**src/rtl/sprite_pkg.sv**
```systemverilog
// Shared types and constants for the sprite scanline scheduler and its attribute table.
package sprite_pkg;

  localparam int SPRITE_W = 32;
  localparam int SPRITE_H = 32;
  localparam int ID_W     = 6;
  localparam int COORD_W  = 10;

  typedef logic [23:0] pixel_t;
  typedef pixel_t [SPRITE_W-1:0] sprite_row_t;

  typedef struct packed {
    logic [ID_W-1:0]    id;
    logic [COORD_W-1:0] x;
    logic [COORD_W-1:0] y;
  } sprite_attr_t;

  typedef enum logic [2:0] {
    ST_IDLE  = 3'd0,
    ST_SCAN  = 3'd1,
    ST_FETCH = 3'd2,
    ST_WRITE = 3'd3,
    ST_DONE  = 3'd4
  } sched_state_t;

  // Row of the sprite that lands on the requested scanline, modulo the 10-bit coordinate space.
  function automatic logic [COORD_W-1:0] row_offset(input logic [COORD_W-1:0] line,
                                                    input logic [COORD_W-1:0] y);
    return line - y;
  endfunction

endpackage

```
**src/rtl/sprite_attr_table.sv**
```systemverilog
// Sprite attribute register file: synchronous write, combinational read, cleared on reset.
import sprite_pkg::*;

module sprite_attr_table #(
  parameter int NSPRITES = 16,
  localparam int AW = $clog2(NSPRITES)
) (
  input  logic         clk,
  input  logic         reset,
  input  logic         we,
  input  logic [AW-1:0] waddr,
  input  sprite_attr_t wdata,
  input  logic [AW-1:0] raddr,
  output sprite_attr_t rdata
);

  sprite_attr_t mem [NSPRITES];

  always_ff @(posedge clk) begin
    if (reset) begin
      for (int k = 0; k < NSPRITES; k++) mem[k] <= '0;
    end else if (we) begin
      mem[waddr] <= wdata;
    end
  end

  // A write in the same cycle as a read of that entry returns the old value.
  assign rdata = mem[raddr];

endmodule

```
**src/rtl/sprite_line_scheduler.sv**
```systemverilog
// Per-scanline sprite scheduler: scans the attribute table in hblank and copies hit rows into line-buffer slots.
import sprite_pkg::*;

module sprite_line_scheduler #(
  parameter int NSPRITES = 16,
  parameter int SLOTS    = 8,
  localparam int AW      = $clog2(NSPRITES),
  localparam int SW      = $clog2(SLOTS)
) (
  input  logic                 clk,
  input  logic                 reset,
  input  logic                 attr_we,
  input  logic [AW-1:0]        attr_addr,
  input  logic [25:0]          attr_data,
  input  logic                 start,
  input  logic [COORD_W-1:0]   next_line,
  output logic [ID_W-1:0]      rom_sprite,
  output logic [COORD_W-1:0]   rom_line,
  input  sprite_row_t          rom_pattern,
  output logic                 slot_we,
  output logic [SW-1:0]        slot_idx,
  output logic [COORD_W-1:0]   slot_x,
  output sprite_row_t          slot_pattern,
  output logic [SW:0]          slot_count,
  output logic                 busy,
  output logic                 done,
  output logic                 overflow,
  output logic [2:0]           dbg_state
);

  // start is a single-cycle request honoured only in IDLE (no ready); slot_we and
  // done are single-cycle strobes with no backpressure, the consumer must accept them.

  sched_state_t         state, state_nx;
  logic [AW-1:0]        idx;
  logic [COORD_W-1:0]   line_q;
  sprite_attr_t         entry;
  logic [COORD_W-1:0]   diff;
  logic                 hit, slots_full, last_entry;

  sprite_attr_table #(.NSPRITES(NSPRITES)) u_table (
    .clk   (clk),
    .reset (reset),
    .we    (attr_we),
    .waddr (attr_addr),
    .wdata (sprite_attr_t'(attr_data)),
    .raddr (idx),
    .rdata (entry)
  );

  assign diff       = row_offset(line_q, entry.y);
  assign hit        = (entry.id != '0) && (diff < COORD_W'(SPRITE_H));
  assign slots_full = (slot_count == (SW+1)'(SLOTS));
  assign last_entry = (idx == AW'(NSPRITES-1));

  always_ff @(posedge clk) begin
    if (reset) state <= ST_IDLE;
    else       state <= state_nx;
  end

  always_comb begin
    state_nx = state;
    case (state)
      ST_IDLE:  if (start) state_nx = ST_SCAN;
      ST_SCAN: begin
        if (hit && !slots_full) state_nx = ST_FETCH;
        else if (last_entry)    state_nx = ST_DONE;
      end
      ST_FETCH: state_nx = ST_WRITE;
      ST_WRITE: state_nx = last_entry ? ST_DONE : ST_SCAN;
      ST_DONE:  state_nx = ST_IDLE;
      default:  state_nx = ST_IDLE;
    endcase
  end

  // Scan index, slot counter and the registered ROM address / slot x.
  always_ff @(posedge clk) begin
    if (reset) begin
      idx        <= '0;
      line_q     <= '0;
      slot_count <= '0;
      overflow   <= 1'b0;
      rom_sprite <= '0;
      rom_line   <= '0;
      slot_x     <= '0;
    end else begin
      case (state)
        ST_IDLE: begin
          if (start) begin
            line_q     <= next_line;
            idx        <= '0;
            slot_count <= '0;
            overflow   <= 1'b0;
          end
        end
        ST_SCAN: begin
          if (hit && !slots_full) begin
            rom_sprite <= entry.id;
            rom_line   <= diff;
            slot_x     <= entry.x;
          end else begin
            if (hit) overflow <= 1'b1;
            idx <= idx + AW'(1);
          end
        end
        ST_WRITE: begin
          slot_count <= slot_count + (SW+1)'(1);
          idx        <= idx + AW'(1);
        end
        default: ;
      endcase
    end
  end

  // Strobes are masked by reset so nothing leaves the block once reset is seen.
  always_comb begin
    slot_we      = (state == ST_WRITE) && !reset;
    done         = (state == ST_DONE) && !reset;
    busy         = (state != ST_IDLE);
    slot_idx     = slot_we ? slot_count[SW-1:0] : '0;
    slot_pattern = slot_we ? rom_pattern : '0;
    dbg_state    = state;
  end

endmodule

```
**config.mk**
```make
export PLATFORM = sky130hd
export DESIGN_NAME = sprite_line_scheduler
export DESIGN_NICKNAME = d
export VERILOG_FILES = /design/src/rtl/sprite_pkg.sv /design/src/rtl/sprite_attr_table.sv /design/src/rtl/sprite_line_scheduler.sv
export SDC_FILE = /design/constraint.sdc
export NUM_CORES = 1
export LEC_CHECK = 0
export BUFFER_PORTS_ARGS = -buffer_cell sky130_fd_sc_hd__buf_4
export CAP_MARGIN = 20
export CELL_PAD_IN_SITES_DETAIL_PLACEMENT = 1
export CELL_PAD_IN_SITES_GLOBAL_PLACEMENT = 1
export CORE_AREA = 8 8 627 629
export DETAILED_ROUTE_END_ITERATION = 7
export DIE_AREA = 0 0 635 637
export PLACE_DENSITY_LB_ADDON = 0.1
export SYNTH_ARGS = -nofsm -noshare
export SYNTH_HDL_FRONTEND = slang
export SYNTH_HIERARCHICAL = 1
export SYNTH_SLANG_ARGS = --single-unit
```
**constraint.sdc**
```tcl
create_clock -name clk -period 8.5 [get_ports clk]
set_input_delay 0.425 -clock clk [delete_from_list [all_inputs] [get_ports clk]]
set_output_delay 0.425 -clock clk [all_outputs]
set_load 0.005 [all_outputs]
```
=== Word-level counts from Yosys, hierarchy flattened ===
Memory sizes are Yosys's and may differ from the RTL's. A register that Yosys moved wholly into a read port is not among the register bits.
Index checks and enable logic that the tools add are counted.
Widths: inputs -> output; s select.

* Flip-flop bits (word level): 48
* RAM bits: 416
* Bits of input ports: 812
* Output and inout port bits: 808
* Word-level logic and storage cells: 67
* Memories: 1

{| class="wikitable"
|+ Memories
! memory !! depth !! width !! rd ports !! clocked after memory_dff !! write ports !! line !! RTL
|-
| u_table.mem || 16 || 26 || 1 || 1 || 16 || sprite_attr_table.sv:17 || <nowiki>sprite_attr_t mem [NSPRITES];</nowiki>
|}

* $add $sub $neg: 3
* $lt $le $gt $ge: 1
* Eq/ne operators: 10
* Mux-type cells: 25
* Reduce and logical (&&, ||, !) cells: 19

{| class="wikitable"
|+ Operators by type and width
! cell !! number
|-
| $mux 768 || 1
|-
| $mux 26 || 1
|-
| $reduce_or 26->1 || 1
|-
| $mux 4 || 5
|-
| $mux 3 || 5
|-
| $pmux 3 s4 || 1
|-
| $pmux 4 s3 || 1
|-
| $lt 10x6->1 const B || 1
|-
| $sub 10x10->10 || 1
|-
| $mux 1 || 9
|-
| $add 4x1->4 const B || 2
|-
| $eq 4x4->1 const B || 2
|-
| $pmux 4 s2 || 1
|-
| $reduce_and 2->1 || 4
|-
| $eq 3x2->1 const B || 2
|-
| $ne 2x2->1 const B || 3
|-
| $reduce_bool 3->1 || 2
|-
| $reduce_bool 6->1 || 1
|-
| $logic_and 1x1->1 || 4
|-
| $reduce_and 4->1 || 1
|-
| $reduce_bool 2->1 || 2
|-
| $eq 3x1->1 const B || 1
|-
| $eq 3x3->1 const B || 1
|-
| $logic_not 3->1 || 1
|-
| other kinds (4) || 5
|}

=== Depth between registers and ports, before layout ===
Gate-level depths: netlist of the first run.

* Depth after elaboration: 8
* Depth in mapped cells: 17
* Gate-level depth less buffers: 13

=== By module ===
Netlist of the first run, hierarchy kept.

{| class="wikitable"
|+ By module, submodules not included
! module !! times used !! cells each !! area an instance (sq um) !! seq. area each (sq um)
|-
| sprite_attr_table || 1 || 1152 || 18600.3 || 12492.0
|-
| sprite_line_scheduler || 1 || 1155 || 7634.8 || 960.9
|}

=== Worst setup path after synthesis of the first run ===
Ideal clock, no wire load.

* Path kind: reg2reg
* From: reg idx[0]
* To: reg idx[3]
* Library setup time: 137 ps
* Data arrival time: 3425 ps
* Data required time: 8363 ps
* Setup slack: 4937 ps
* Cell stages (with the launch flop): 16
* Path buffers: 3
* Clock period less this slack: 3563 ps
* Path through: dfxtp_1 buf_2 buf_4 buf_2 mux4_2 a22oi_1 nand2_1 inv_1 ha_1 nor2b_1 o2111ai_1 a31oi_1 o221a_2 and4_4 a22oi_2 o221ai_1

* Word-level cells in the longest chain between the ends: 3

{| class="wikitable"
|+ RTL lines
! what !! line !! RTL
|-
| from (decl) || sprite_line_scheduler.sv:35 || <nowiki>logic [AW-1:0] idx;</nowiki>
|-
| from (signal assigned) || sprite_line_scheduler.sv:103 || <nowiki>idx <= idx + AW'(1);</nowiki>
|-
| from (signal assigned) || sprite_line_scheduler.sv:108 || <nowiki>idx <= idx + AW'(1);</nowiki>
|-
| $add 4x1->4 (*) || sprite_line_scheduler.sv:103, sprite_line_scheduler.sv:108 ||
|-
| $mux 4 || sprite_line_scheduler.sv:97 || <nowiki>if (hit && !slots_full) begin</nowiki>
|-
| $pmux 4 s3 (*) || sprite_line_scheduler.sv:87 || <nowiki>case (state)</nowiki>
|}

Every way passes the cells marked *; elsewhere a longest branch is shown, timed or not. The select of a mux whose other input is x is not followed.
A chain may end at the register's enable or synchronous reset.

=== Worst setup path in the final report of the first run ===
Same ends and word-level chain as after synthesis.

==> impl_metrics.env, run 1 <==
export IMPL_cts_root_buf="clkbuf_16"
export IMPL_h_tree_depth=3
export IMPL_ys_seq_elements=464
export IMPL_die_area_mm2=0.404
export IMPL_cts_buffers=66
export IMPL_ff2ff_path_depth=13
export IMPL_ir_worst_vdd_v=0.000130
export IMPL_final_max_slew_viol_count=0
export IMPL_p_leak_nw=18.8
export IMPL_crit_reg2reg_launch="idx[0]$_SDFFE_PP0P_"
export IMPL_cts_hold_repair_buffers=5
export IMPL_min_from="next_line[8]"
export IMPL_setup_tns_final_ns=0
export IMPL_min_period_ns=5.77
export IMPL_period_share_pct=67.8
export IMPL_maxCapViolations=0
export IMPL_yosysWarnings=6
export IMPL_finClkSkew_ns=0.0235
export IMPL_power_density_mw_per_mm2=137
export IMPL_synth_cell_types=67
export IMPL_dp_cells=8828
export IMPL_cts_resized=0
export IMPL_tightest_slew_ns=0.997
export IMPL_finalPower_mw=6.41
export IMPL_fin_nets=4666
export IMPL_cp_top_family="simple AND/OR/NAND/NOR gates"
export IMPL_timing_fmax_ghz=0.173
export IMPL_synth_edff_count=416
export IMPL_hold_end="line_q[8]$_SDFFE_PP0P_"
export IMPL_drive_gt1_share_pct=48.6
export IMPL_grt_pass1_vias=27044
export IMPL_synth_area_mm2=0.0262
export IMPL_r2r_end="idx[3]$_SDFFE_PP0P_"
export IMPL_gp_congestion=0.974
export IMPL_routed_wl_um=465000
export IMPL_port_buffers=1619
export IMPL_vias=27233
export IMPL_dp_hpwl_um=406000
export IMPL_design_area_mm2=0.0467
export IMPL_hold_viol_final=0
export IMPL_status="finished, final reports clean"
export IMPL_die_height_um=637
export IMPL_clk_pin_slew_ns=0.06
export IMPL_hold_path_class="in -> reg"
export IMPL_cts_tree="done"
export IMPL_maxSlewHeadroom_pct=32.1
export IMPL_grt_pass1_wl_um=535000
export IMPL_drt_iter0_markers=2064
export IMPL_endpoint_kind="flop"
export IMPL_ios=1620
export IMPL_core_mm2=0.384
export IMPL_path_cells="buf_4, mux4_2, a22oi_1, nand2_1, inv_1, ha_1, and2_1, o21ai_1, and4_1, o221a_2, nand4_2, nor2_1, o221ai_1"
export IMPL_start_kind="flop"
export IMPL_rrSetupSlack_ns=2.73
export IMPL_synth_main_ff_cell="edfxtp_1"
export IMPL_crit_fanout=33
export IMPL_postSynth_asyncResetShare_pct=0
export IMPL_cp_required_ns=8.99
export IMPL_final_core_util_pct=12.2
export IMPL_ys_seq_area_share_pct=51.3
export IMPL_holdPathStages=3
export IMPL_setup_violations=0
export IMPL_cp_data_arrival_time_ns=6.25
export IMPL_fp_row_count=228
export IMPL_syn_nets=3132
export IMPL_grt_max_degree=151
export IMPL_syn_inst=2307
export IMPL_grt_overflow_total=0
export IMPL_viasPerCell=3.01
export IMPL_place_area_mm2=0.0444
export IMPL_start_util_pct=6.84
export IMPL_area_growth_pct=78.2
export IMPL_final_cells=9043
export IMPL_syn_avg_cell_area_um2=11.4
export IMPL_slowest_stage="dfxtp_4"
export IMPL_clock_sinks=464
export IMPL_clockBufferDepth=3
export IMPL_ant_nets=0
export IMPL_crit_path_max_incr_delay_ns=0.86
export IMPL_grt_usage_pct=22.0
export IMPL_clk_latency_ns=0.65
export IMPL_routedWlPerCell_um=51.5
export IMPL_antenna_found_initial=370
export IMPL_crit_buf_inv=2
export IMPL_drt_pre_antenna_iters=5
export IMPL_grt_setup_unrepaired="no"
export IMPL_die_x_um=635
export IMPL_crit_type="reg -> reg"
export IMPL_drc_errors=0
export IMPL_cts_setup_buffers=0
==> cells by family (layout without fill, tap and decap cells) <==
| logic type | count (synthesis) | in the layout | share of synthesized area, % |
|---|---|---|---|
| DFF | 464 | 464 | 51.3 |
| and+or+nand+nor | 1361 | 1361 | 31.9 |
| adders and majority gates | 13 | 13 | 0.649 |
| other | 0 | 95 | 0 |
| muxes | 106 | 106 | 9.02 |
| xor gates and xnor gates | 7 | 7 | 0.234 |
| AOI/OAI and AO/OA | 141 | 141 | 3.59 |
| buffers and inverters | 215 | 1796 | 3.31 |
==> sequential cells by signal (all words and copies together), names as in the netlist, 3 cells and up <==
signal and flops:
dbg_state 3, slot_count 4, line_q 10, idx 4, rom_line 10, slot_x 10, u_table/mem 416, rom_sprite 6
==> worst max-delay path by stage <==
stage / startpoint / endpoint / slack [ns] / depth (start not counted)
6_report: idx[0]$_SDFFE_PP0P_ / idx[3]$_SDFFE_PP0P_ / 2.73 / 13
5_1_grt: idx[0]$_SDFFE_PP0P_ / idx[3]$_SDFFE_PP0P_ / 2.27 / 13
4_1_cts: idx[0]$_SDFFE_PP0P_ / idx[3]$_SDFFE_PP0P_ / 2.60 / 13
3_5_place_dp: idx[0]$_SDFFE_PP0P_ / idx[3]$_SDFFE_PP0P_ / 2.61 / 13
3_3_place_gp: idx[0]$_SDFFE_PP0P_ / idx[3]$_SDFFE_PP0P_ / 2.58 / 13
2_1_floorplan: idx[0]$_SDFFE_PP0P_ / idx[3]$_SDFFE_PP0P_ / 4.94 / 15
==> cell type report <==
class / count / area (um2)
antenna: 95 / 238
clock buffer: 87 / 1790
clock inverter: 28 / 267
fill: 44474 / 337000
inverter: 17 / 63.8
multi-input combinational: 1628 / 12000
sequential: 464 / 13500
tap: 5060 / 6330
timing repair buffer: 1664 / 12600
==> worst reg2reg max path: stages, from the launching register on <==
cell and delay, ns:
dfxtp_4 0.86, buf_4 0.68, mux4_2 0.63, a22oi_1 0.29
nand2_1 0.20, inv_1 0.12, ha_1 0.28, and2_1 0.18
o21ai_1 0.38, and4_1 0.25, o221a_2 0.23, nand4_2 0.66
nor2_1 0.69, o221ai_1 0.17
==> report_power, final <==
part           internal [mW]  switching (mW)  total [mW]
clock                   1.61            1.16        2.77
sequential              2.61          0.0560        2.66
combinational          0.429           0.549       0.978
total                   4.64            1.77        6.41
==> Yosys cell counts, types with 21 or more instances <==
library cell  number  area (um2)
and2_1          1192        7460
edfxtp_1         416       12500
clkbuf_1         159         597
mux4_2           104        2340
a22oi_1           52         390
nand2_1           51         191
dfxtp_1           48         961
a21oi_1           37         185
nand3_1           29         145
nor2_1            22        82.6
o21ai_0           21         105
==> stage by stage <==
step	hold WS, ns	worst slack (ns)
floorplan	0.436	4.94
global placement	0.474	2.58
detailed placement	0.467	2.61
CTS	0.0372	2.60
global route	0.0893	2.27
finish	0.106	2.73
==> cells in the final DEF, fill, tap and decap left out, types with 4 or more instances in the layout <==
master,netlist,layout
buf_4,4,1652
or2_4,0,13
a21oi_1,37,37
buf_12,0,7
ha_1,12,12
inv_1,17,17
or2_2,17,4
xnor2_1,4,4
diode_2,0,95
nor3b_1,6,6
edfxtp_1,416,416
o21ai_0,21,21
dfxtp_1,48,46
and2_1,1192,1191
clkinv_1,0,13
mux4_2,104,104
nand2b_1,7,7
clkbuf_1,159,18
bufinv_16,0,4
clkbuf_16,0,69
a22oi_1,52,52
nor3_1,4,4
clkinv_2,0,5
nor2_1,22,21
nand3_1,29,29
o21ai_1,7,7
nand2_1,51,51
dlygate4sd3_1,0,5
==> layer usage <==
metal  GRT usage [%]  part of all wire, %  up-vias
met4            1.78                  1.1      116
met1            28.7                   44    13996
met2            37.1                   47     1579
met5               0                 0.16        -
met3            6.67                  7.4      493
li1                -                    -    11049
Power figures use the tool's default switching activity.
==> run 2: changes to the inputs <==
- ABC_AREA: not set -> 1
- CORE_AREA: 8 8 627 629 -> 8 8 621 623
- DIE_AREA: 0 0 635 637 -> 0 0 629 631
- clock period: 8.5 -> 5.9 ns (I/O delays scaled with it)
==> run 2 against run 1 <==
  * Clock skew increased by 0.027 ns
  * Largest cell class unchanged
  * Cell area increased by 5.6%
  * Highest routed layer unchanged
  * Critical path type is now reg -> out
  * Critical path depth decreased by 4
  * Area after synthesis increased by 9.9%
  * Count of clock-buffer cells in the layout increased by 9
  * Cell count increased by 20%
  * Largest power group unchanged
==> impl_metrics.env, run 2 <==
export IMPL_status="finished, final reports clean"
export IMPL_power_density_mw_per_mm2=228
export IMPL_yosysWarnings=6
export IMPL_fin_nets=6560
export IMPL_synth_cell_types=45
export IMPL_grt_usage_pct=23.9
export IMPL_largest_register_ffs=416
export IMPL_layout_commonest_cell="buf_4"
export IMPL_cts_setup_buffers=0
export IMPL_finClkSkew_ns=0.0500
export IMPL_ys_seq_elements=464
export IMPL_maxCapViolations=0
export IMPL_grt_max_degree=125
export IMPL_synthTopCellsByCount="nor2_1, inv_1, nand2_1"
export IMPL_final_max_slew_viol_count=0
export IMPL_ir_worst_vdd_v=0.000200
export IMPL_dp_cells=10667
export IMPL_crit_fanout=124
export IMPL_crit_buf_inv=6
export IMPL_cp_startpoint="dbg_state[1]$_SDFFE_PP0P_"
export IMPL_crit_path_max_incr_delay_ns=0.87
export IMPL_start_util_pct=7.65
export IMPL_h_tree_depth=3
export IMPL_final_cell_mix="buf_4, nor2_1, inv_1"
export IMPL_path_cells="inv_1, nor3_2, inv_1, nor2_2, inv_8, buf_12, buf_4, nor2_1, buf_4"
export IMPL_dp_hpwl_um=434000
export IMPL_period_share_pct=78.6
export IMPL_slowest_stage="buf_4"
export IMPL_grt_pass1_vias=34647
export IMPL_core_mm2=0.377
export IMPL_rrSetupSlack_ns=1.71
export IMPL_postSynth_asyncResetShare_pct=0
export IMPL_drt_pre_antenna_iters=5
export IMPL_drive_gt1_share_pct=32.4
export IMPL_port_buffers=1619
export IMPL_start_kind="flop"
export IMPL_viasPerCell=3.17
export IMPL_hold_path_class="in -> reg"
export IMPL_syn_avg_cell_area_um2=6.86
export IMPL_synth_most_common_cell="nor2_1"
export IMPL_routed_wl_um=494000
export IMPL_die_x_um=629
export IMPL_drc_errors=0
export IMPL_final_cells=10870
export IMPL_clk_pin_slew_ns=0.05
export IMPL_vias=34483
export IMPL_cts_root_buf="clkbuf_16"
export IMPL_tightest_slew_ns=1.32
export IMPL_grt_setup_unrepaired="no"
export IMPL_synth_main_ff_cell="edfxtp_1"
export IMPL_clock_sinks=464
export IMPL_grt_overflow_total=0
export IMPL_crit_reg2reg_launch="idx[0]$_SDFFE_PP0P_"
export IMPL_setup_tns_final_ns=0
export IMPL_min_period_ns=4.64
export IMPL_clockBufferDepth=3
export IMPL_cp_data_arrival_time_ns=4.34
export IMPL_cts_buffers=73
export IMPL_ant_nets=0
export IMPL_largest_register="u_table/mem"
export IMPL_cts_tree="done"
export IMPL_hold_viol_final=0
export IMPL_crit_end="slot_pattern[764]"
export IMPL_die_height_um=631
export IMPL_routedWlPerCell_um=45.5
export IMPL_p_leak_nw=25.7
export IMPL_ys_seq_area_share_pct=46.7
export IMPL_syn_inst=4202
export IMPL_timing_fmax_ghz=0.216
export IMPL_r2r_end="rom_sprite[1]$_SDFFE_PP0P_"
export IMPL_synth_top_area_share_pct=43.3
export IMPL_gp_congestion=0.991
export IMPL_antenna_found_initial=232
export IMPL_fp_row_count=226
export IMPL_clk_latency_ns=0.69
export IMPL_grt_pass1_wl_um=579000
export IMPL_synthTopCellsByArea="edfxtp_1, nor2_1, inv_1"
export IMPL_ios=1620
export IMPL_cp_required_ns=5.61
export IMPL_area_growth_pct=71.2
export IMPL_worst_path_stages=9
export IMPL_synth_area_mm2=0.0288
export IMPL_cp_top_family="buffers and inverters"
export IMPL_synth_edff_count=416
export IMPL_synth_top_cell_by_area="edfxtp_1"
export IMPL_ff2ff_path_depth=23
export IMPL_die_area_mm2=0.397
export IMPL_setup_violations=0
export IMPL_crit_type="reg -> out"
export IMPL_drt_iter0_markers=2311
export IMPL_endpoint_kind="output pin"
export IMPL_syn_nets=5027
export IMPL_maxSlewHeadroom_pct=12.3
export IMPL_n_fill_cell=45292
[run 2: changes by cell type after synthesis, sizes merged, moves of 5 or more]
| cell | previous run | this run |
|---|---|---|
| nand3 | 29 | 344 |
| inv | 17 | 1160 |
| nor3b | 6 | 0 |
| nor3 | 8 | 3 |
| mux4 | 104 | 0 |
| buf | 31 | 97 |
| a21oi | 37 | 29 |
| nor2 | 25 | 1248 |
| a22oi | 53 | 1 |
| or2 | 17 | 1 |
| nand2 | 51 | 656 |
| nand2b | 7 | 0 |
| clkbuf | 167 | 141 |
| and2 | 1192 | 1 |
[run 2: per-layer routing]
metal	routed length [um]	GRT usage, %	vias to the layer above
met3	19800	2.89	356
met5	23	0	-
met1	257000	36.5	17406
li1	-	-	15302
met2	213000	37.0	1415
met4	4590	1.60	4
[run 2: worst min-delay path by stage]
stage | start | end | slack [ns] | cells after the start
3_5_place_dp | rom_line[9]$_SDFFE_PP0P_ | rom_line[9]$_SDFFE_PP0P_ | 0.45 | 2
3_3_place_gp | rom_line[6]$_SDFFE_PP0P_ | rom_line[6]$_SDFFE_PP0P_ | 0.44 | 2
2_1_floorplan | rom_line[5]$_SDFFE_PP0P_ | rom_line[5]$_SDFFE_PP0P_ | 0.43 | 2
4_1_cts | next_line[0] | line_q[0]$_SDFFE_PP0P_ | 0.02 | 3
5_1_grt | next_line[0] | line_q[0]$_SDFFE_PP0P_ | 0.07 | 3
6_report | next_line[0] | line_q[0]$_SDFFE_PP0P_ | 0.07 | 3
[run 2: what timing repair did]
action / CTS / global route
setup endpoints to repair: 0 / 0
endpoints found under the hold margin: 9 / 0
hold buffers: 9 / 0
gates resized for setup: 0 / 0
[run 2: stage by stage]
step / power [mW] / setup WS (ns) / utilization [%] / hold WS, ns / instance area, um2
final: 11.2 / 1.26 / 13.1 / 0.0679 / 49300
after global routing: 11.8 / 1.01 / 13.1 / 0.0668 / 49200
after CTS: 11.5 / 1.21 / 13.1 / 0.0152 / 49200
after detailed placement: 6.97 / 1.59 / 12.4 / 0.447 / 46800
after floorplan: 5.01 / 2.81 / - / 0.433 / 28800
after global placement: 6.97 / 1.59 / 12.4 / 0.439 / 46800
[run 2: layout make-up]
cell class	count	area [um2]	share of cell area (%)
antenna	65	163	0.330
tap	5016	6280	12.7
clock buffer	96	1940	3.94
sequential	464	13500	27.3
clock inverter	33	375	0.761
timing repair buffer	1696	12900	26.1
multi-input combinational	2336	9860	20.0
inverter	1164	4390	8.90
[run 2: cell families after synthesis]
logic type	after synthesis	share of synthesized area [%]
AOI/OAI and AO/OA	59	1.12
and+or+nand+nor	2258	32.3
buffers and inverters	1402	19.1
DFF	464	46.7
xor gates and xnor gates	6	0.182
adders and majority gates	13	0.590
[run 2: worst register-to-register path: stages, from the launching register on]
cell and delay [ns]:
dfxtp_4 0.37, inv_6 0.29, buf_4 0.44, nand2_1 0.15, nand2_1 0.07, nand2_1 0.05
nand3_1 0.10, nand3_1 0.13, nand2_1 0.19, inv_1 0.08, ha_1 0.35, nand2_1 0.15
inv_1 0.07, a21oi_2 0.18, nand2_1 0.08, nand2_2 0.09, nand2_1 0.06, nor2_1 0.08
nand3_1 0.08, nor2_1 0.12, nand3_2 0.44, buf_12 0.37, nor2_2 0.10, nor2_1 0.05
[run 2: power by group]
| group | total, mW | switching (mW) | internal, mW |
|---|---|---|---|
| clock | 4.37 | 1.82 | 2.55 |
| combinational | 3.00 | 2.18 | 0.825 |
| sequential | 3.86 | 0.0887 | 3.77 |
| total | 11.2 | 4.08 | 7.15 |
